===== src/rtl/fifo_write_arbiter.sv =====
// Round-robin arbiter that shares one FIFO write port among NUM_REQ requesters.
// A grant is held for up to MAX_BURST accepted beats, and no write is issued while the FIFO is full.
module fifo_write_arbiter #(
    parameter int NUM_REQ    = 4,
    parameter int DATA_WIDTH = 8,
    parameter int MAX_BURST  = 4,
    parameter int ID_WIDTH   = $clog2(NUM_REQ)
) (
    input  logic                          i_clk,
    input  logic                          i_srst,
    input  logic [NUM_REQ-1:0]            i_req,
    input  logic [NUM_REQ*DATA_WIDTH-1:0] i_wdata,
    output logic [NUM_REQ-1:0]            o_ack,
    input  logic                          i_fifo_full,
    output logic                          o_fifo_we,
    output logic [DATA_WIDTH-1:0]         o_fifo_wdata,
    output logic [ID_WIDTH-1:0]           o_grant_id,
    output logic                          o_busy
);

    localparam int CNT_W = (MAX_BURST > 1) ? $clog2(MAX_BURST) : 1;

    typedef enum logic {
        IDLE  = 1'b0,
        GRANT = 1'b1
    } state_t;

    state_t              state_reg, state_next;
    logic [ID_WIDTH-1:0] owner_reg, owner_next;
    logic [ID_WIDTH-1:0] last_reg, last_next;
    logic [CNT_W-1:0]    beat_cnt_reg, beat_cnt_next;

    logic [DATA_WIDTH-1:0] slice [NUM_REQ];
    logic                  req_owner;
    logic                  beat;
    logic                  burst_done;
    logic                  release_grant;
    logic                  pick_valid;
    logic [ID_WIDTH-1:0]   pick_id;
    logic [ID_WIDTH-1:0]   cand;

    genvar gi;
    generate
        for (gi = 0; gi < NUM_REQ; gi++) begin : g_req
            assign slice[gi] = i_wdata[gi*DATA_WIDTH +: DATA_WIDTH];
            assign o_ack[gi] = beat && (owner_reg == ID_WIDTH'(gi));
        end
    endgenerate

    // Reset gates every write strobe so an abandoned burst never leaks a beat.
    assign req_owner     = i_req[owner_reg];
    assign beat          = (state_reg == GRANT) && req_owner && !i_fifo_full && !i_srst;
    assign burst_done    = beat && (beat_cnt_reg == CNT_W'(MAX_BURST - 1));
    assign release_grant = burst_done || !req_owner;

    assign o_fifo_we    = beat;
    assign o_fifo_wdata = slice[owner_reg];
    assign o_grant_id   = owner_reg;
    assign o_busy       = (state_reg == GRANT) && !i_srst;

    // Scan from the farthest offset inward so the nearest request after last_reg wins;
    // last_reg itself is reached at offset NUM_REQ and therefore has lowest priority.
    always_comb begin
        pick_valid = 1'b0;
        pick_id    = '0;
        cand       = '0;
        for (int off = NUM_REQ; off >= 1; off--) begin
            cand = ID_WIDTH'((int'(last_reg) + off) % NUM_REQ);
            if (i_req[cand]) begin
                pick_valid = 1'b1;
                pick_id    = cand;
            end
        end
    end

    always_comb begin
        state_next    = state_reg;
        owner_next    = owner_reg;
        last_next     = last_reg;
        beat_cnt_next = beat_cnt_reg;
        case (state_reg)
            IDLE: begin
                if (pick_valid) begin
                    state_next    = GRANT;
                    owner_next    = pick_id;
                    last_next     = pick_id;
                    beat_cnt_next = '0;
                end
            end
            GRANT: begin
                if (release_grant) begin
                    beat_cnt_next = '0;
                    if (pick_valid) begin
                        owner_next = pick_id;
                        last_next  = pick_id;
                    end else begin
                        state_next = IDLE;
                    end
                end else if (beat) begin
                    beat_cnt_next = beat_cnt_reg + CNT_W'(1);
                end
            end
            default: begin
                state_next = IDLE;
            end
        endcase
    end

    always_ff @(posedge i_clk) begin
        if (i_srst) begin
            state_reg    <= IDLE;
            owner_reg    <= '0;
            last_reg     <= ID_WIDTH'(NUM_REQ - 1);
            beat_cnt_reg <= '0;
        end else begin
            state_reg    <= state_next;
            owner_reg    <= owner_next;
            last_reg     <= last_next;
            beat_cnt_reg <= beat_cnt_next;
        end
    end

endmodule


===== config.mk =====
export PLATFORM = sky130hd
export DESIGN_NAME = fifo_write_arbiter
export DESIGN_NICKNAME = d
export VERILOG_FILES = /design/src/rtl/fifo_write_arbiter.sv
export SDC_FILE = /design/constraint.sdc
export NUM_CORES = 1
export LEC_CHECK = 0
export BUFFER_PORTS_ARGS = -buffer_cell sky130_fd_sc_hd__buf_2
export CAP_MARGIN = 5
export CORE_MARGIN = 5
export CORE_UTILIZATION = 38
export CTS_BUF_LIST = sky130_fd_sc_hd__clkbuf_16
export DETAILED_ROUTE_END_ITERATION = 7
export PLACE_DENSITY = 0.77
export SETUP_SLACK_MARGIN = 0.1
export SYNTH_ARGS = -nofsm -noshare
export SYNTH_HDL_FRONTEND = slang
export SYNTH_SLANG_ARGS = --single-unit

===== constraint.sdc =====
create_clock -name i_clk -period 2 [get_ports i_clk]
set_clock_uncertainty 0.1 [all_clocks]
set_input_delay 0 -clock i_clk [delete_from_list [all_inputs] [get_ports i_clk]]
set_output_delay 0 -clock i_clk [all_outputs]
set_load 0.01 [all_outputs]

Word-level counts from Yosys, hierarchy flattened
Index checks and enable logic that the tools add are counted.
{"block": "op_classes", "reduce_logical": 15, "n_mux": 34, "n_bitwise": 2, "magnitude_cmp": 6, "eq_ne": 7, "n_addsub": 5}
{"cell": "2-bit two-way mux", "n": 11}
{"cell": "8-bit binary-select mux with 2-bit select", "n": 1}
{"cell": "8-bit two-way mux", "n": 2}
{"cell": "2-bit by 3-bit < comparator with 1-bit output, second input constant", "n": 5}
{"cell": "2-bit case mux with 2 select lines", "n": 3}
{"cell": "1-bit two-way mux", "n": 11}
{"cell": "1-bit binary-select mux with 2-bit select", "n": 5}
{"cell": "1-bit logical AND", "n": 9}
{"cell": "2-bit by 1-bit adder with 2-bit output, second input constant", "n": 3}
{"cell": "2-bit == test, second input constant", "n": 3}
{"cell": "2-bit adder, second input constant", "n": 2}
{"cell": "3-bit >= comparator, second input constant", "n": 1}
{"cell": "1-bit zero test", "n": 3}
{"cell": "3-bit by 1-bit inequality test with 1-bit output, second input constant", "n": 1}
{"cell": "2-bit NOT with 3-bit output", "n": 1}
{"cell": "2-bit by 1-bit == test with 1-bit output, second input constant", "n": 1}
{"cell": "2-bit zero test", "n": 1}
{"cell": "2-bit by 1-bit inequality test with 1-bit output, second input constant", "n": 1}
{"cell": "2-bit inequality test, second input constant", "n": 1}
{"cell": "1-bit case mux with 2 select lines", "n": 1}
{"cell": "2-bit AND reduction", "n": 1}
{"cell": "1-bit logical OR", "n": 1}
{"cell": "1-bit NOT", "n": 1}
{"block": "totals", "inputBits": 39, "elab_cells": 73, "reg_bits": 7, "output_inout_bits": 16}

Depth between registers and ports, before layout
{"block": "logic_depth", "depth_word": 10, "ltp_mapped": 6, "mapped_depth_nobuf": 5}

Worst setup path before layout
OpenSTA, ideal clock, no wires.
{"block": "synth_timing", "path_kind": "register to register", "start": "register owner_reg[0] (netlist: o_grant_id[0])", "end": "register owner_reg[1] (netlist: o_grant_id[1])", "synth_period_minus_slack_ns": 1.803, "path_slack_ns": 0.197, "t_required_ns": 1.785, "setup_time_ns": 0.115, "t_arrival_ns": 1.588, "stages_incl_launch_ff": 6, "n_path_buf": 1, "path_cell_list": "dfxtp_1 > buf_6 > mux4_2 > a31o_1 > and2_1 > o21a_1"}
{"block": "synth_between", "elab_chain_cells": 8, "word_cells_on_any_way": 9, "cone_classes": "eq/ne (1); mux (2); reduce/logical (6)"}
{"element": "start, declared", "line": "29", "text": "logic [ID_WIDTH-1:0] owner_reg, owner_next;"}
{"element": "start signal, assigned", "line": "117", "text": "owner_reg <= owner_next;"}
{"element": "1-bit binary-select mux with 2-bit select (*)", "line": "51", "text": "assign req_owner = i_req[owner_reg];"}
{"element": "1-bit two-way mux (not written as such) (*)", "line": "51"}
{"element": "1-bit logical AND (3 in series)", "line": "52", "text": "assign beat = (state_reg == GRANT) && req_owner && !i_fifo_full && !i_srst;"}
{"element": "1-bit logical AND", "line": "53", "text": "assign burst_done = beat && (beat_cnt_reg == CNT_W'(MAX_BURST - 1));"}
{"element": "1-bit logical OR (*)", "line": "54", "text": "assign release_grant = burst_done || !req_owner;"}
{"element": "2-bit by 1-bit inequality test with 1-bit output (no line) (*)"}
Mark *: on every way between the ends. The rest lies on a longest branch, timed or not. The select of a mux whose other input is x is not followed.
A chain may end at the register's enable or synchronous reset.

Worst setup path in the final report
{"block": "layout_timing", "start": "register owner_reg[0] (netlist: o_grant_id[0])", "end": "output port o_ack[3]"}
{"block": "layout_between", "elab_chain_cells": 6, "word_cells_on_any_way": 7, "cone_classes": "eq/ne (1); mux (2); reduce/logical (4)"}
{"element": "1-bit binary-select mux with 2-bit select", "line": "51"}
{"element": "1-bit two-way mux (not written as such)", "line": "51"}
{"element": "1-bit logical AND (3 in series)", "line": "52"}
{"element": "1-bit logical AND (*)", "line": "46", "text": "assign o_ack[gi] = beat && (owner_reg == ID_WIDTH'(gi));"}
{"element": "end, declared", "line": "13", "text": "output logic [NUM_REQ-1:0] o_ack,"}
Marks and branches as above.

==> results.toml <==
[timing]
slew_headroom_pct = 71.8
setup_violations = 0
hold_viol = 0
finalSetupTns_ps = 0
finalCritPeriodShare_pct = 91.4
worst_pin_slew_ps = 419
rsz0062_at_grt = "no"
slew_viol_final = 0
min_period_ps = 1830
max_freq_ghz = 0.547

[detailed_routing]
num_vias = 822
vias_per_cell = 5.59
wirelength_um = 2200
wl_per_cell_um = 15.0
route.detailed.drc = 0
drtIter0Drc = 28
drt_first_pass_iters = 4
antenna_left = 0

[worst_setup_path]
end_kind = "primary output"
required_ps = 1900
crit_path_start_kind = "flop"
critPathKind = "flop to primary output"
crit_path_max_fanout = 4
crit_arrival_ps = 1730

[cts]
cts_root_buf = "clkbuf_16"
clkTransAtPathRegs_ps = 40
cts_setup_buffers = 0
clk_path_buf_depth = 2
insertion_delay_ps = 230
cts_tree = "done"
h-tree-depth = 1
cts_hold_buf = 1
cts_sinks = 7
cts_resized = 0
cts_made_buffers = 3

[worst_hold_path]
hp-class = "input pin to flop"

[final_layout]
fin_nets = 163
layout.cells.non_filler = 147
antenna_cells = 0
area_growth_pct = 56.3
drive_gt1_share_pct = 55.7

[synthesis]
ys_seq_area_share_pct = 20.7
yosys-top-cells-area = "dfxtp_1 (21%), mux4_2 (20%), mux4_1 (12%), nand3_1 (3.0%), o211a_1 (3.0%)"
netlist-cell-type-count = 34
synthTopCellsByCount = "dfxtp_1 (7), mux4_2 (6), inv_1 (4), nand3_1 (4)"
synth-warning-count = 0
synthArstFlopShare_pct = 0
yosys.area.top_type_share_pct = 20.7
yosys.area.top_type = "dfxtp_1"
synth_edf_count = 0
synth_seq_cells = 7
netlist_area_um2 = 678
synth-main-ff-cell = "dfxtp_1"
yosysMostFrequentCell = "dfxtp_1"
syn_nets = 105
synthCells = 65
avgSynthCellArea_um2 = 10.4

[die]
die_h_um = 52.2
fp.dieW_um = 52.2
ios = 55
start_util_pct = 39.7
row_count = 15
core_mm2 = 0.00171
die_area_mm2 = 0.00273

[outcome]
outcome = "finished, final reports clean"

[pwr]
ir_drop_mv = 0.679
leakagePower_nw = 0.542
pwr_density_cell_mw_per_mm2 = 754

[global_routing]
antenna_found_initial = 0
grt_pass1_vias = 736
grt_use_total_pct = 15.4
grt_max_degree = 15
grt_pass1_wl_um = 3170
overflow = 0

[placement]
place_inst = 142
portBuffers = 54
dp_hpwl_um = 1790
place.gp.congestion = 0.736

[flow_run]
cap_viol_max_count = 0
## final timing paths
path	from	endpoint	slack [ps]	depth (start not counted)
setup / recovery	o_grant_id[0]$_SDFFE_PP0P_	o_ack[3]	170	5
hold / removal	i_req[1]	state_reg$_SDFF_PP0_	3	3
setup reg to reg	beat_cnt_reg[0]$_SDFFE_PP0P_	o_grant_id[1]$_SDFFE_PP0P_	250	5
hold reg to reg	beat_cnt_reg[0]$_SDFFE_PP0P_	beat_cnt_reg[0]$_SDFFE_PP0P_	380	1
## report_power, final
part           total (mW)  switching [mW]  internal (mW)
sequential          0.180          0.0206          0.160
combinational       0.282           0.129          0.153
clock               0.337          0.0766          0.260
## final cells by class
type	instances	area, um2
tap	25	31.3
timing repair buffer	57	295
clock inverter	1	3.75
clock buffer	3	75.1
inverter	4	15.0
multi-input combinational	50	499
sequential	7	140
fill	148	648
## kinds of logic (layout without fill, tap and decap cells)
kind of cell               after synthesis  count (layout)  share of synthesized area (%)
AOI/OAI and AO/OA                       17              17                           21.0
adders and majority gates                1               1                           1.84
buffers and inverters                    8              65                           5.72
DFF                                      7               7                           20.7
muxes                                    9               9                           31.6
and+or+nand+nor                         23              23                           19.2
## placed cells by master, fill, tap and decap left out, types with 2 or more instances in the layout
master      n
a21oi_1     3
mux4_1      3
buf_4       2
nor2_1      3
o21a_1      2
dfxtp_1     7
nor2b_1     2
mux4_2      6
nand2_1     3
clkbuf_16   3
a211o_1     2
inv_1       5
buf_2      54
o211a_1     2
nor3_1      2
nand3_1     4
## per-layer routing
layer	global-route usage (%)	vias up	share of wire, %	wire [um]
met3	7.41	8	15	338
met5	0	-	0	0
met1	15.0	374	35	759
met2	28.9	59	49	1080
li1	-	381	-	-
met4	3.83	0	0.86	19
## worst max-delay path, cell delays in order (launching register included)
cell	delay, ps
dfxtp_1	350
mux4_2	570
nand3_1	180
inv_1	90
and3_1	180
buf_2	130
## per-stage QoR
stage               cell area (um2)  util [%]  hold WS, ps  power (mW)  setup slack [ps]
floorplan                       678         -         30.1       0.361               197
global placement                971      56.8          194       0.454               290
detailed placement              971      56.8          197       0.463               256
CTS                            1060      62.1         1.47       0.806               177
global route                   1060      62.1         30.2       0.841               116
finish                         1060      62.1         3.19       0.799               173
Power figures use the tool's default switching activity.
